`config.mk`:
```
export PLATFORM = sky130hd
export DESIGN_NAME = uart_tx_scheduler
export DESIGN_NICKNAME = d
export VERILOG_FILES = /design/src/rtl/uart_tx_scheduler_pkg.sv /design/src/rtl/uart_tx_scheduler_arbiter.sv /design/src/rtl/uart_tx_scheduler.sv
export SDC_FILE = /design/constraint.sdc
export NUM_CORES = 1
export LEC_CHECK = 0
export ABC_AREA = 1
export CORE_MARGIN = 2
export CORE_UTILIZATION = 45
export DETAILED_ROUTE_END_ITERATION = 8
export DONT_BUFFER_PORTS = 1
export PLACE_DENSITY = 0.62
export SLEW_MARGIN = 20
export SYNTH_ARGS = -nofsm -noshare
export SYNTH_HDL_FRONTEND = slang
export SYNTH_SLANG_ARGS = --single-unit
```
`constraint.sdc`:
```
create_clock -name clk -period 3.6 [get_ports clk]
set_clock_uncertainty 0.1 [all_clocks]
set_input_delay 1.08 -clock clk [delete_from_list [all_inputs] [get_ports clk]]
set_output_delay 1.08 -clock clk [all_outputs]
set_load 0.01 [all_outputs]
```
`src/rtl/uart_tx_scheduler_pkg.sv`:
```
// Shared data types for the UART transmit scheduler: scalar/byte aliases and the FSM state enum.
package uart_tx_scheduler_pkg;

  typedef logic       bit_t;
  typedef logic [7:0] uint8_t;

  typedef enum logic [1:0] {
    IDLE    = 2'd0,
    LAUNCH  = 2'd1,
    SENDING = 2'd2,
    GAP     = 2'd3
  } sched_state_t;

endpackage

```
`src/rtl/uart_tx_scheduler_arbiter.sv`:
```
// uart_req_arbiter: combinational winner selection, searching from ptr upward and wrapping.
// With ptr tied to zero this degenerates to fixed lowest-index priority.
module uart_req_arbiter #(
  parameter int NUM_REQ = 4,
  parameter int IDX_W   = $clog2(NUM_REQ)
) (
  input  logic [NUM_REQ-1:0] req,
  input  logic [IDX_W-1:0]   ptr,
  output logic [NUM_REQ-1:0] grant,
  output logic [IDX_W-1:0]   idx
);

  int               pos;
  logic [IDX_W-1:0] pos_idx;
  logic             found;

  always_comb begin
    grant   = '0;
    idx     = '0;
    found   = 1'b0;
    pos     = 0;
    pos_idx = '0;
    for (int i = 0; i < NUM_REQ; i++) begin
      pos     = (int'(ptr) + i) % NUM_REQ;
      pos_idx = IDX_W'(pos);
      if (!found && req[pos_idx]) begin
        found          = 1'b1;
        grant[pos_idx] = 1'b1;
        idx            = pos_idx;
      end
    end
  end

endmodule

```
`src/rtl/uart_tx_scheduler.sv`:
```
// Shares one UART transmitter among NUM_REQ requesters: grant, launch, wait for frame, one-cycle gap.
// Define UART_TX_SCHED_RR_EN for round-robin arbitration; default build is fixed lowest-index priority.
module uart_tx_scheduler
  import uart_tx_scheduler_pkg::*;
#(
  parameter int NUM_REQ        = 4,
  parameter int LAUNCH_TIMEOUT = 16
) (
  input  logic                    clk,
  input  logic                    reset,
  input  logic [NUM_REQ-1:0]      req,
  input  logic [NUM_REQ-1:0][7:0] req_data,
  output logic [NUM_REQ-1:0]      req_ack,
  output logic [NUM_REQ-1:0]      req_done,
  output logic                    tx_transmit,
  output logic [7:0]              tx_data,
  input  logic                    tx_busy,
  output logic                    sched_busy,
  output logic                    timeout_err
);

  localparam int IDX_W = $clog2(NUM_REQ);
  localparam int CNT_W = $clog2(LAUNCH_TIMEOUT + 1);
  localparam logic [CNT_W-1:0] TIMEOUT_VAL = CNT_W'(LAUNCH_TIMEOUT);

  sched_state_t       state_reg, state_next;
  logic [NUM_REQ-1:0] ack_reg, ack_next;
  logic [NUM_REQ-1:0] done_reg, done_next;
  logic [NUM_REQ-1:0] winner_reg, winner_next;
  uint8_t             data_reg, data_next;
  logic [CNT_W-1:0]   cnt_reg, cnt_next, cnt_inc;
  bit_t               terr_reg, terr_next;

  logic [NUM_REQ-1:0] arb_grant;
  logic [IDX_W-1:0]   arb_idx;
  logic [IDX_W-1:0]   arb_ptr;

`ifdef UART_TX_SCHED_RR_EN
  logic [IDX_W-1:0] ptr_reg, ptr_next;
  assign arb_ptr = ptr_reg;
`else
  assign arb_ptr = '0;
`endif

  uart_req_arbiter #(
    .NUM_REQ (NUM_REQ),
    .IDX_W   (IDX_W)
  ) u_arbiter (
    .req   (req),
    .ptr   (arb_ptr),
    .grant (arb_grant),
    .idx   (arb_idx)
  );

  always_ff @(posedge clk or posedge reset) begin
    if (reset) begin
      state_reg  <= IDLE;
      ack_reg    <= '0;
      done_reg   <= '0;
      winner_reg <= '0;
      data_reg   <= 8'h00;
      cnt_reg    <= '0;
      terr_reg   <= 1'b0;
`ifdef UART_TX_SCHED_RR_EN
      ptr_reg    <= '0;
`endif
    end else begin
      state_reg  <= state_next;
      ack_reg    <= ack_next;
      done_reg   <= done_next;
      winner_reg <= winner_next;
      data_reg   <= data_next;
      cnt_reg    <= cnt_next;
      terr_reg   <= terr_next;
`ifdef UART_TX_SCHED_RR_EN
      ptr_reg    <= ptr_next;
`endif
    end
  end

  assign cnt_inc = cnt_reg + CNT_W'(1);

  always_comb begin
    state_next  = state_reg;
    ack_next    = '0;
    done_next   = '0;
    winner_next = winner_reg;
    data_next   = data_reg;
    cnt_next    = cnt_reg;
    terr_next   = 1'b0;
`ifdef UART_TX_SCHED_RR_EN
    ptr_next    = ptr_reg;
`endif
    case (state_reg)
      IDLE: begin
        if ((|req) && !tx_busy) begin
          state_next  = LAUNCH;
          ack_next    = arb_grant;
          winner_next = arb_grant;
          data_next   = req_data[arb_idx];
          cnt_next    = '0;
`ifdef UART_TX_SCHED_RR_EN
          ptr_next    = (arb_idx == IDX_W'(NUM_REQ - 1)) ? '0 : arb_idx + IDX_W'(1);
`endif
        end
      end
      LAUNCH: begin
        // Counter stops at LAUNCH_TIMEOUT since the state is left on that same edge.
        cnt_next = cnt_inc;
        if (tx_busy) begin
          state_next = SENDING;
        end else if (cnt_inc == TIMEOUT_VAL) begin
          terr_next  = 1'b1;
          done_next  = winner_reg;
          state_next = GAP;
        end
      end
      SENDING: begin
        if (!tx_busy) begin
          done_next  = winner_reg;
          state_next = GAP;
        end
      end
      GAP:     state_next = IDLE;
      default: state_next = IDLE;
    endcase
  end

  // Decoded straight from the state register so reset drops them without waiting for a clock.
  assign tx_transmit = (state_reg == LAUNCH);
  assign sched_busy  = (state_reg != IDLE);
  assign req_ack     = ack_reg;
  assign req_done    = done_reg;
  assign tx_data     = data_reg;
  assign timeout_err = terr_reg;

endmodule

```
# After elaboration in Yosys (flattened, before gate mapping)
# Cells that the tools add are included.
# totals
ff_bits	28
wordCells	59
# op_classes
add_sub_neg	1
n_lt_le_gt_ge	1
eq_ne	7
muxes	28
n_reduce_logical	15
# ops
operator	n
2-to-1 mux 4 bit	6
binary-select mux 8 bit (select 2 bit)	1
2-to-1 mux 2 bit	7
one-hot mux 5 bit (2 select lines)	1
2-to-1 mux 1 bit	8
2-to-1 mux 8 bit	1
one-hot mux 2 bit (4 select lines)	1
one-hot mux 4 bit (2 select lines)	1
adder 5 x 1 -> 5 bit (second input constant)	1
== test 5 bit (second input constant)	1
2-to-1 mux 5 bit	1
== test 2 bit (second input constant)	2
logical AND 1 bit	4
logical NOT 1 bit	4
!= test 2 bit (second input constant)	2
AND reduction 2 bit	2
nonzero test 2 bit	2
OR reduction 4 bit	1
less-than comparator 2 x 3 -> 1 bit (second input constant)	1
2-to-1 mux 3 bit	1
!= test 3 x 1 -> 1 bit (second input constant)	1
AND reduction 3 bit	1
== test 2 x 1 -> 1 bit (second input constant)	1
logical NOT 2 bit	1

# Longest topological paths before layout
# Gate-level depths: netlist (run 1).
# depth
word_depth	12
ltp_mapped	9

# Cells and area by module
# Synthesis (run 1) repeated with hierarchy kept, for this count alone.
# hier_totals
cells_unflattened	269
hier_area_um2	1944.4
# modules_own_cells
mod	instances	cells_each	area_each_um2	seq_area_each_um2
uart_tx_scheduler	1	187	1467.7	700.7
uart_req_arbiter	1	82	476.7	0.0

# Worst setup path after synthesis (run 1)
# OpenSTA, ideal clock, no wires.
# synth_timing
path_type	input to register
start	input req[1]
end	register data_reg[0], in the netlist tx_data[0]
arrival_time_ns	1.812
required_time_ns	3.383
setup_slack_ns	1.572
path_stages	8
n_path_buf	0
cell_sequence	nor2_4 nand3_4 nand2_8 inv_4 o21ai_2 nand2_1 nand2_1 nand2_1
# synth_via
elab_chain_len	10
# synth_rtl
item	line	rtl
from (decl)	uart_tx_scheduler.sv:11	input logic [NUM_REQ-1:0] req,
logical AND 1 bit	uart_tx_scheduler_arbiter.sv:26	if (!found && req[pos_idx]) begin
2-to-1 mux 1 bit	uart_tx_scheduler_arbiter.sv:26	
logical NOT 1 bit	uart_tx_scheduler_arbiter.sv:26	
logical AND 1 bit	uart_tx_scheduler_arbiter.sv:26	
2-to-1 mux 1 bit	uart_tx_scheduler_arbiter.sv:26	
logical NOT 1 bit	uart_tx_scheduler_arbiter.sv:26	
logical AND 1 bit	uart_tx_scheduler_arbiter.sv:26	
2-to-1 mux 2 bit	uart_tx_scheduler_arbiter.sv:26	
binary-select mux 8 bit (select 2 bit)	uart_tx_scheduler.sv:100	data_next = req_data[arb_idx];
2-to-1 mux 8 bit (implied by the code)	uart_tx_scheduler.sv:100	
to (signal assigned)	uart_tx_scheduler.sv:72	data_reg <= data_next;
to (decl)	uart_tx_scheduler.sv:30	uint8_t data_reg, data_next;
# Parallel ways exist; a longest one is shown, timed or not. The select of a mux whose other input is x is not followed.
# A chain may end at the register's enable or synchronous reset.

# Worst setup path after layout (run 1)
# layout_timing
start	register state_reg[0]
end	output sched_busy
# layout_via
elab_chain_len	1
# layout_rtl
item	line	rtl
from (decl)	uart_tx_scheduler.sv:26	sched_state_t state_reg, state_next;
from (signal assigned)	uart_tx_scheduler.sv:68	state_reg <= state_next;
nonzero test 2 bit	uart_tx_scheduler.sv:131	assign sched_busy = (state_reg != IDLE);
to (decl)	uart_tx_scheduler.sv:18	output logic sched_busy,
# No other way between the ends.

==> key figures, run 1 <==
Run status
  – Status: finished clean

Worst setup path
  – WS Path Type: reg -> out
  – Worst setup EP type: primary output
  – Crit path DAT: 1.21 ns
  – Slowest cell on the critical path: dfrtp_1
  – Required @ worst endpoint: around 2.4 ns
  – Crit path max fanout: 5
  – Worst setup SP type: flop
  – Crit path buf inv count: 2
  – Crit-path cells: inv_1 -> ha_1 -> inv_2
  – CP top delay family: flip-flops
  – Critical path's largest stage delay: 0.42 ns

Synthesis
  – Synth Register Bits: 28
  – Synth area leaders: dfrtp_1 42%, nand2_1 16%, inv_1 7.1%, o21ai_2 5.2%, nand3_1 4.2%
  – Syn Std Cell Area: 1680 um^2
  – Cells after Synth: roughly 220
  – Share of the synthesized area in the top cell type: 0.416
  – Synth area leader: dfrtp_1
  – Netlist cell types: 25
  – Yosys warnings: 0
  – Register area share after synthesis: 0.416
  – Synth Net Count: 260
  – Syn_area_per_cell: 7.80 um^2

Clocking
  – Clk_lat worst skew: 0.27 ns
  – H-Tree Level Count: 1
  – Clock Pin Slew Worst Setup and Hold Paths: 0.09 ns
  – Post-CTS setup buffers: 0
  – CTS tree: built
  – Clock Tree Buf Depth: 2
  – CTS Hold Bufs: 0
  – Clock buffers created by TritonCTS: 3
  – Gates resized, CTS repair: 0
  – Clock Sinks: 28
  – Root Buffer: clkbuf_8

Timing
  – Post-route minimum period: ~2.4 ns
  – RSZ-0062 raised after global routing: no
  – Max-slew violations: 0
  – Fmax: roughly 420 MHz
  – Final setup violation count: 0
  – Worst-Margin Slew: 0.418 ns
  – Relative slew slack: 0.721
  – Final Hold Vio Count: 0
  – Final Cycle Share: 0.665
  – Final setup TNS: 0 ns

Place
  – IO Port Bufs: 0
  – Hpwl dp: around 2.7 mm
  – GPL Wtd Cong: 0.836

Floorplan
  – Starting Density: 0.463
  – Die area: 4250 um^2
  – # rows: 22
  – Die height: 65.2 um
  – Die X-Extent: 65.2 um
  – Core footprint: between 3000 and 4000 um^2
  – # IOs: 58

Finish
  – Multi-input logic area: 815 um^2
  – Max reg flops: 8
  – Area Growth Syn to Fin: 6.32%
  – Fillers: 386
  – Share of layout cells above drive strength 1: 0.142
  – Commonest non-fill, non-tap cells in the layout: 70 x nand2_1, 32 x inv_1, 28 x dfrtp_1, 14 x nand3_1, 10 x o21ai_2
  – Layout Nets: 264
  – Register area: 701 um^2
  – Ant diodes: 0
  – Most common cell after layout, fill and taps aside: nand2_1

Power and ir drop
  – Sequential share of power: 0.470
  – Leakage: approximately 0.93 nW
  – P per Cell Area: ~600 nW/um^2
  – Total net switching power: 0.440 mW
  – Pint: 0.638 mW
  – Switching part of the total: 0.408
  – Total chip power: approximately 1.1 mW
  – Worst ir drop on vdd: 0.173 mV
  – Comb pwr share: 0.352
  – Clock Power Share: 0.178

Routing
  – DRC Markers: 0
  – Routed Wire Length: 3.48 mm
  – Via count: ~1300
  – 1st-iter DRT viols: 45
  – Wire length per cell: roughly 13 um
  – Antenna-violating nets left: 0
  – Drt pass-1 iters: 4
  – Via density: 5.00

GRT
  – Global-route wire length before repair: 5.95 mm
  – Vias in the first global route: 1252
  – Initial antenna violation count: 0
  – Largest net degree at the start of global routing: 29
  – Overflow after GRT: 0
  – GRT Util Overall: 0.184

Hold path
  – Class of the tightest hold or removal check: reg -> reg

Job
  – MaxCap Viol Count: 0
-- cell usage after synthesis (all sizes together) --
cell type,count
nor2,13
o21bai,3
nand2,72
nand3,16
nand3b,9
o21ai,21
nand4,3
clkinv,1
ha,5
buf,2
inv,39
o22ai,2
dfrtp,28
o211ai,1
a21boi,1
-- cell families (layout without fill, tap and decap cells) --
family,Yosys count,in the layout,share of synthesized area
compound gates,28,28,0.114
fa+ha+maj,5,5,0.0371
buf+inv,42,45,0.100
flops,28,28,0.416
simple gates,113,113,0.332
-- metal layers --
layer | GRT usage | vias up | wire length [um] | part of all wire
met4 | 0.0781 | 0 | 62 | 0.018
met3 | 0.0411 | 5 | 227 | 0.065
met5 | 0 | - | 0 | 0
met1 | 0.253 | 601 | 1660 | 0.48
met2 | 0.281 | 46 | 1530 | 0.44
li1 | - | 682 | - | -
-- through the flow --
stage	hold slack [ns]	area [um^2]	cells	util	worst slack [ns]
floorplan	0.360	1680	216	-	1.57
CTS	0.406	1790	267	0.493	1.19
finish	0.401	1790	267	0.493	1.21
detailed placement	0.379	1740	263	0.478	1.27
global route	0.423	1790	267	0.493	1.12
global placement	0.377	1740	263	0.478	1.25
-- power by group through the flow --
stage | Combinational [mW] | Clock, mW | Sequential (mW)
after floorplan | 0.323 | 0 | 0.490
after global placement | 0.383 | 0 | 0.515
after detailed placement | 0.385 | 0 | 0.514
after CTS | 0.387 | 0.200 | 0.508
after global routing | 0.439 | 0.213 | 0.521
final | 0.380 | 0.192 | 0.506
-- area by class of cell --
cell class	count	area share
flip-flops and latches	28	0.391
inverters	40	0.0853
multi-input cells	146	0.455
well taps	48	0.0335
repair buffers	1	0.00419
clock buffers	4	0.0307
-- worst reg2reg max path: stages (launching register included) --
cell	delay, ns
dfrtp_1	0.43
inv_1	0.10
ha_1	0.28
inv_2	0.12
nor2_4	0.30
inv_2	0.19
nor2_1	0.15
o21bai_1	0.12
-- path summary, 6_finish.rpt --
path	end	slack (ns)	cells past startpoint	from
max	sched_busy	1.21	3	state_reg[0]$_DFFE_PP0P_
max reg2reg	winner_reg[1]$_DFFE_PP0P_	1.75	7	state_reg[0]$_DFFE_PP0P_
min reg2reg	req_done[3]$_DFF_PP0_	0.40	2	winner_reg[3]$_DFFE_PP0P_
max in group asynchronous	req_ack[0]$_DFF_PP0_	2.49	2	reset
min	req_done[3]$_DFF_PP0_	0.40	2	winner_reg[3]$_DFFE_PP0P_
min in group asynchronous	req_done[3]$_DFF_PP0_	0.65	2	reset
(Power assumes the default switching activity.)
==> inputs of run 2 (changes only) <==
PLACE_DENSITY = 0.64   (was 0.62)
clock period = 2 ns   (was 3.6 ns; I/O delays follow)
==> run 2 against run 1 <==
Die area stayed put. Total power increased by 80%. Register-to-register slack lost 1.4 ns. Design area grew 0.84%. Cell count is 0.75% higher. Non-clock buffer count up 2. Clock-buffer cell count unchanged. Sequential power up 80%. Global-route usage is 0.24 points lower. Wire length decreased by 1.4%.
==> key figures, run 2 (synthesized netlist as in run 1, its figures left out) <==
Run status
  – Status: finished clean (unchanged)

Routing
  – Drt pass-1 iters: 4 (unchanged)
  – Antenna-violating nets left: 0 (unchanged)
  – DRC Markers: 0 (unchanged)
  – Wire length per cell: 12.8 um (was 13.0 um)
  – 1st-iter DRT viols: 60 (was 45)
  – Via density: 4.91 (was 5.00)
  – Via count: 1320 (was 1334)
  – Routed Wire Length: 3.43 mm (was 3.48 mm)

Finish
  – Final Util: 0.497 (was 0.493)
  – Non-Filler Instances: 269 (was 267)
  – Ant diodes: 0 (unchanged)
  – Max reg flops: 8 (unchanged)
  – Final non-filler cell area: 1810 um^2 (was 1790 um^2)
  – Layout Nets: 266 (was 264)
  – Area Growth Syn to Fin: 7.21% (was 6.32%)
  – Fillers: 376 (was 386)
  – Commonest non-fill, non-tap cells in the layout: 70 x nand2_1, 32 x inv_1, 28 x dfrtp_1, 14 x nand3_1, 10 x o21ai_2 (unchanged)
  – Share of layout cells above drive strength 1: 0.149 (was 0.142)
  – Most common cell after layout, fill and taps aside: nand2_1 (unchanged)

Floorplan
  – Core footprint: 3630 um^2 (unchanged)
  – Die height: 65.2 um (unchanged)
  – Die area: 4250 um^2 (unchanged)
  – # IOs: 58 (unchanged)
  – Starting Density: 0.463 (unchanged)
  – # rows: 22 (unchanged)
  – Die X-Extent: 65.2 um (unchanged)

Worst setup path
  – Crit path DAT: 1.20 ns (was 1.21 ns)
  – Crit path buf inv count: 2 (unchanged)
  – CP top delay family: flip-flops (unchanged)
  – Worst setup SP type: flop (unchanged)
  – Crit-path cells: inv_1 -> ha_1 -> inv_2 (unchanged)
  – WS Path Type: reg -> out (unchanged)
  – Critical path's largest stage delay: 0.43 ns (was 0.42 ns)
  – Crit path max fanout: 5 (unchanged)
  – FF-to-FF Start: state_reg[1]$_DFFE_PP0P_ (was state_reg[0]$_DFFE_PP0P_)
  – Required @ worst endpoint: 1.30 ns (was 2.42 ns)
  – Slowest cell on the critical path: dfrtp_1 (unchanged)
  – Worst setup EP type: primary output (unchanged)
  – Setup crit start: state_reg[0]$_DFFE_PP0P_ (unchanged)

GRT
  – GRT Util Overall: 0.182 (was 0.184)
  – Largest net degree at the start of global routing: 29 (unchanged)
  – Vias in the first global route: 1302 (was 1252)
  – Global-route wire length before repair: 6.02 mm (was 5.95 mm)
  – Initial antenna violation count: 0 (unchanged)
  – Overflow after GRT: 0 (unchanged)

Power and ir drop
  – Total chip power: 1.94 mW (was 1.08 mW)
  – Worst ir drop on vdd: 0.412 mV (was 0.173 mV)
  – Total net switching power: 0.788 mW (was 0.440 mW)
  – Leakage: 0.938 nW (was 0.928 nW)
  – Sequential share of power: 0.468 (was 0.470)
  – Comb pwr share: 0.350 (was 0.352)
  – Clock Power Share: 0.182 (was 0.178)
  – Switching part of the total: 0.405 (was 0.408)
  – Pint: 1.16 mW (was 0.638 mW)
  – P per Cell Area: 1080 nW/um^2 (was 602 nW/um^2)

Timing
  – Setup ws final: 0.0964 ns (was 1.21 ns)
  – Hold slack: 0.164 ns (was 0.401 ns)
  – Final setup TNS: 0 ns (unchanged)
  – Relative slew slack: 0.767 (was 0.721)
  – Worst-Margin Slew: 0.350 ns (was 0.418 ns)
  – Final setup violation count: 0 (unchanged)
  – Final Cycle Share: 0.952
  – Max-slew violations: 0 (unchanged)
  – Fmax: between 500 and 600 MHz
  – Post-route minimum period: 1.90 ns
  – Final Hold Vio Count: 0 (unchanged)
  – RSZ-0062 raised after global routing: no (unchanged)

Clocking
  – Clock Tree Buf Depth: 2 (unchanged)
  – Post-CTS setup buffers: 0 (unchanged)
  – Clock buffers created by TritonCTS: 3 (unchanged)
  – Clk_lat worst skew: 0.27 ns (about the same)
  – CTS Hold Bufs: 0 (unchanged)
  – Clock Pin Slew Worst Setup and Hold Paths: 0.10 ns (was 0.09 ns)
  – Gates resized, CTS repair: 0 (unchanged)
  – Root Buffer: clkbuf_8 (unchanged)
  – H-Tree Level Count: 1 (unchanged)
  – CTS tree: built (unchanged)
  – Clock Sinks: 28 (unchanged)

Place
  – Hpwl dp: 2.64 mm (was 2.71 mm)
  – Place WS: 0.287 ns (was 1.27 ns)
  – IO Port Bufs: 0 (unchanged)
  – Placed insts: 265 (was 263)
  – GPL Wtd Cong: 0.771 (was 0.836)
  – Dpl cell area: 1750 um^2 (was 1740 um^2)

Hold path
  – Class of the tightest hold or removal check: in -> async (was reg -> reg)

Job
  – MaxCap Viol Count: 0 (unchanged)
==> run 2: cell count changes in the layout (fill, tap and decap cells not counted) <==
cell and delta:
buf_4 +2
==> run 2: final timing paths <==
check,end,slack [ns],cells past startpoint
min in group clk,req_ack[0]$_DFF_PP0_,0.28,1
worst min-delay path,req_ack[3]$_DFF_PP0_,0.16,2
worst max-delay path,sched_busy,0.1,3
worst min register to register,req_done[1]$_DFF_PP0_,0.40,2
max in group asynchronous,cnt_reg[0]$_DFFE_PP0P_,1.38,2
worst max register to register,req_done[2]$_DFF_PP0_,0.35,8
==> run 2: cell type report <==
type,instances,area [um^2],area share
inverters,40,153,0.0845
clock buffers,4,55.1,0.0305
flip-flops and latches,28,701,0.388
repair buffers,3,22.5,0.0125
well taps,48,60.1,0.0333
multi-input cells,146,815,0.451
==> run 2: layer usage <==
metal | track usage | vias to the layer above | part of all wire
met4 | 0.0677 | 0 | 0.0079
li1 | - | 683 | -
met5 | 0 | - | 0
met3 | 0.0497 | 2 | 0.071
met1 | 0.238 | 596 | 0.46
met2 | 0.288 | 39 | 0.46
==> run 2: power groups by stage <==
stage               clock network, mW  logic [mW]  registers [mW]
global placement                    0       0.692           0.923
floorplan                           0       0.582           0.882
finish                          0.353       0.681           0.910
CTS                             0.362       0.690           0.914
detailed placement                  0       0.689           0.921
global route                    0.388       0.806           0.935
==> inputs of run 3 (changes only) <==
clock period = 1.7 ns   (was 2 ns; I/O delays follow)
==> run 3 against run 2 <==
Wire length up 5.0%. Sequential cell count unchanged. Cell count is 2.6% higher. Via count rose by 2.6%. Sequential power increased by 18%. Combinational power rose by 48%. Non-clock buffer count increased by 7. Worst hold slack got worse by 0.087 ns. Setup slack worse by 0.060 ns. Critical path type unchanged.
==> key figures, run 3 (synthesized netlist as in run 1, its figures left out) <==
Power and ir drop
  – Leakage: 0.969 nW (was 0.938 nW)
  – P per Cell Area: 1320 nW/um^2 (was 1080 nW/um^2)
  – Worst ir drop on vdd: 0.539 mV (was 0.412 mV)
  – Total chip power: 2.49 mW (was 1.94 mW)

Worst setup path
  – WS Path Type: reg -> out (unchanged)
  – Worst setup EP type: primary output (unchanged)
  – Crit path max fanout: 3 (was 5)
  – Required @ worst endpoint: 1.09 ns (was 1.30 ns)
  – Crit path DAT: 1.05 ns (was 1.20 ns)
  – FF-to-FF Start: cnt_reg[1]$_DFFE_PP0P_ (was state_reg[1]$_DFFE_PP0P_)
  – Worst setup SP type: flop (unchanged)
  – Worst reg-to-reg path cell count: 9 (was 8)
  – Critical R2R Capture: state_reg[0]$_DFFE_PP0P_ (was req_done[2]$_DFF_PP0_)
  – R2R setup slack: 0.18 ns (was 0.35 ns)

Floorplan
  – # IOs: 58 (unchanged)
  – Die height: 65.2 um (unchanged)
  – Starting Density: 0.463 (unchanged)
  – Die area: 4250 um^2 (unchanged)
  – # rows: 22 (unchanged)
  – Die X-Extent: 65.2 um (unchanged)
  – Core footprint: 3630 um^2 (unchanged)

Routing
  – DRC Markers: 0 (unchanged)
  – Routed Wire Length: 3.60 mm (was 3.43 mm)
  – 1st-iter DRT viols: 91 (was 60)
  – Via count: 1354 (was 1320)
  – Wire length per cell: 13.1 um (was 12.8 um)
  – Via density: 4.91 (about the same)
  – Drt pass-1 iters: 5 (was 4)
  – Antenna-violating nets left: 0 (unchanged)

GRT
  – Overflow after GRT: 0 (unchanged)
  – Vias in the first global route: 1316 (was 1302)
  – Largest net degree at the start of global routing: 29 (unchanged)
  – Global-route wire length before repair: 5.98 mm (was 6.02 mm)
  – Initial antenna violation count: 0 (unchanged)
  – GRT Util Overall: 0.182 (about the same)

Timing
  – Fmax: around 600 MHz
  – Worst-Margin Slew: 0.355 ns (was 0.350 ns)
  – Final Cycle Share: 0.979
  – Post-route minimum period: 1.66 ns
  – Final Hold Vio Count: 0 (unchanged)
  – Relative slew slack: 0.763 (was 0.767)
  – Final setup violation count: 0 (unchanged)
  – RSZ-0062 raised after global routing: yes (was no)
  – Max-slew violations: 0 (unchanged)

Run status
  – Status: finished clean (unchanged)

Place
  – Placed insts: 268 (was 265)
  – GPL Wtd Cong: 0.846 (was 0.771)
  – Hpwl dp: 2.73 mm (was 2.64 mm)
  – Dpl cell area: 1770 um^2 (was 1750 um^2)
  – IO Port Bufs: 0 (unchanged)

Finish
  – Area Growth Syn to Fin: 12.5% (was 7.21%)
  – Share of layout cells above drive strength 1: 0.206 (was 0.149)
  – Ant diodes: 0 (unchanged)
  – Commonest non-fill, non-tap cells in the layout: 70 x nand2_1, 30 x inv_1, 26 x dfrtp_1, 14 x nand3_1, 10 x o21ai_2 (was 70 x nand2_1, 32 x inv_1, 28 x dfrtp_1, 14 x nand3_1, 10 x o21ai_2)
  – Final non-filler cell area: 1890 um^2 (was 1810 um^2)
  – Final Util: 0.521 (was 0.497)
  – Multi-input logic area: 842 um^2 (was 815 um^2)
  – Fillers: 374 (was 376)
  – Most common cell after layout, fill and taps aside: nand2_1 (unchanged)
  – Register area: 703 um^2 (was 701 um^2)
  – Max reg flops: 8 (unchanged)
  – Layout Nets: 273 (was 266)
  – Non-Filler Instances: 276 (was 269)

Clocking
  – Clock buffers created by TritonCTS: 3 (unchanged)
  – Clk_lat worst skew: 0.27 ns (about the same)
  – CTS tree: built (unchanged)
  – CTS Hold Bufs: 0 (unchanged)
  – H-Tree Level Count: 1 (unchanged)
  – Clock Pin Slew Worst Setup and Hold Paths: 0.09 ns (was 0.10 ns)
  – Clock Sinks: 28 (unchanged)
  – Root Buffer: clkbuf_8 (unchanged)
  – Clock Tree Buf Depth: 2 (unchanged)

Job
  – MaxCap Viol Count: 0 (unchanged)

Hold path
  – Class of the tightest hold or removal check: in -> async (unchanged)
-- run 3: cell count changes in the layout (fill, tap and decap cells not counted), moves of 2 or more --
cell     delta
inv_1       -2
ha_1        -3
buf_4       +6
dfrtp_1     -2
dfrtp_2     +2
ha_4        +2
-- run 3: per-layer routing --
metal / share of wire / track usage / wire [um]
met5: 0 / 0 / 0
met4: 0.017 / 0.0755 / 63
met3: 0.064 / 0.0428 / 230
met2: 0.46 / 0.296 / 1650
met1: 0.46 / 0.233 / 1660
-- run 3: worst max-delay path by stage --
stage	startpoint	slack, ns	end
after global placement	req[2]	0.11	tx_data[0]$_DFFE_PP0P_
after CTS	state_reg[1]$_DFFE_PP0P_	0.002	tx_transmit
after detailed placement	req[2]	0.08	tx_data[5]$_DFFE_PP0P_
final	state_reg[1]$_DFFE_PP0P_	0.04	tx_transmit
after floorplan	req[1]	0.24	tx_data[0]$_DFFE_PP0P_
after global routing	state_reg[1]$_DFFE_PP0P_	-0.01	tx_transmit
-- run 3: layout make-up --
class,count,area share
multi-input combinational,146,0.445
sequential,28,0.371
tap,48,0.0317
clock buffer,4,0.0291
timing repair buffer,10,0.0416
inverter,40,0.0819
-- run 3: report_power, final --
part,switching (mW),total [mW],internal (mW)
registers,0.199,1.07,0.868
clock network,0.205,0.413,0.208
logic,0.584,1.01,0.431
-- run 3: critical path, cell delays in order, from the launching register on --
cell and delay [ns]:
dfrtp_1 0.41, inv_2 0.12, ha_4 0.15, buf_6 0.09
-- run 3: repair_timing --
| action | 4_1_cts | 5_1_grt |
|---|---|---|
| endpoints found under the hold margin | 0 | 0 |
| setup endpoints to repair | 2 | 7 |
| pin swaps | 0 | 1 |
| buffers inserted | 1 | 3 |
| gates cloned | 0 | 0 |
| resized for setup | 8 | 3 |
-- run 3: per-stage QoR --
stage	setup TNS [ns]	hold slack [ns]	worst slack, ns
global route	-0.0114	0.103	-0.0114
floorplan	0	0.360	0.242
CTS	0	0.0858	0.00173
detailed placement	0	0.382	0.0804
global placement	0	0.374	0.108
finish	0	0.0769	0.0363
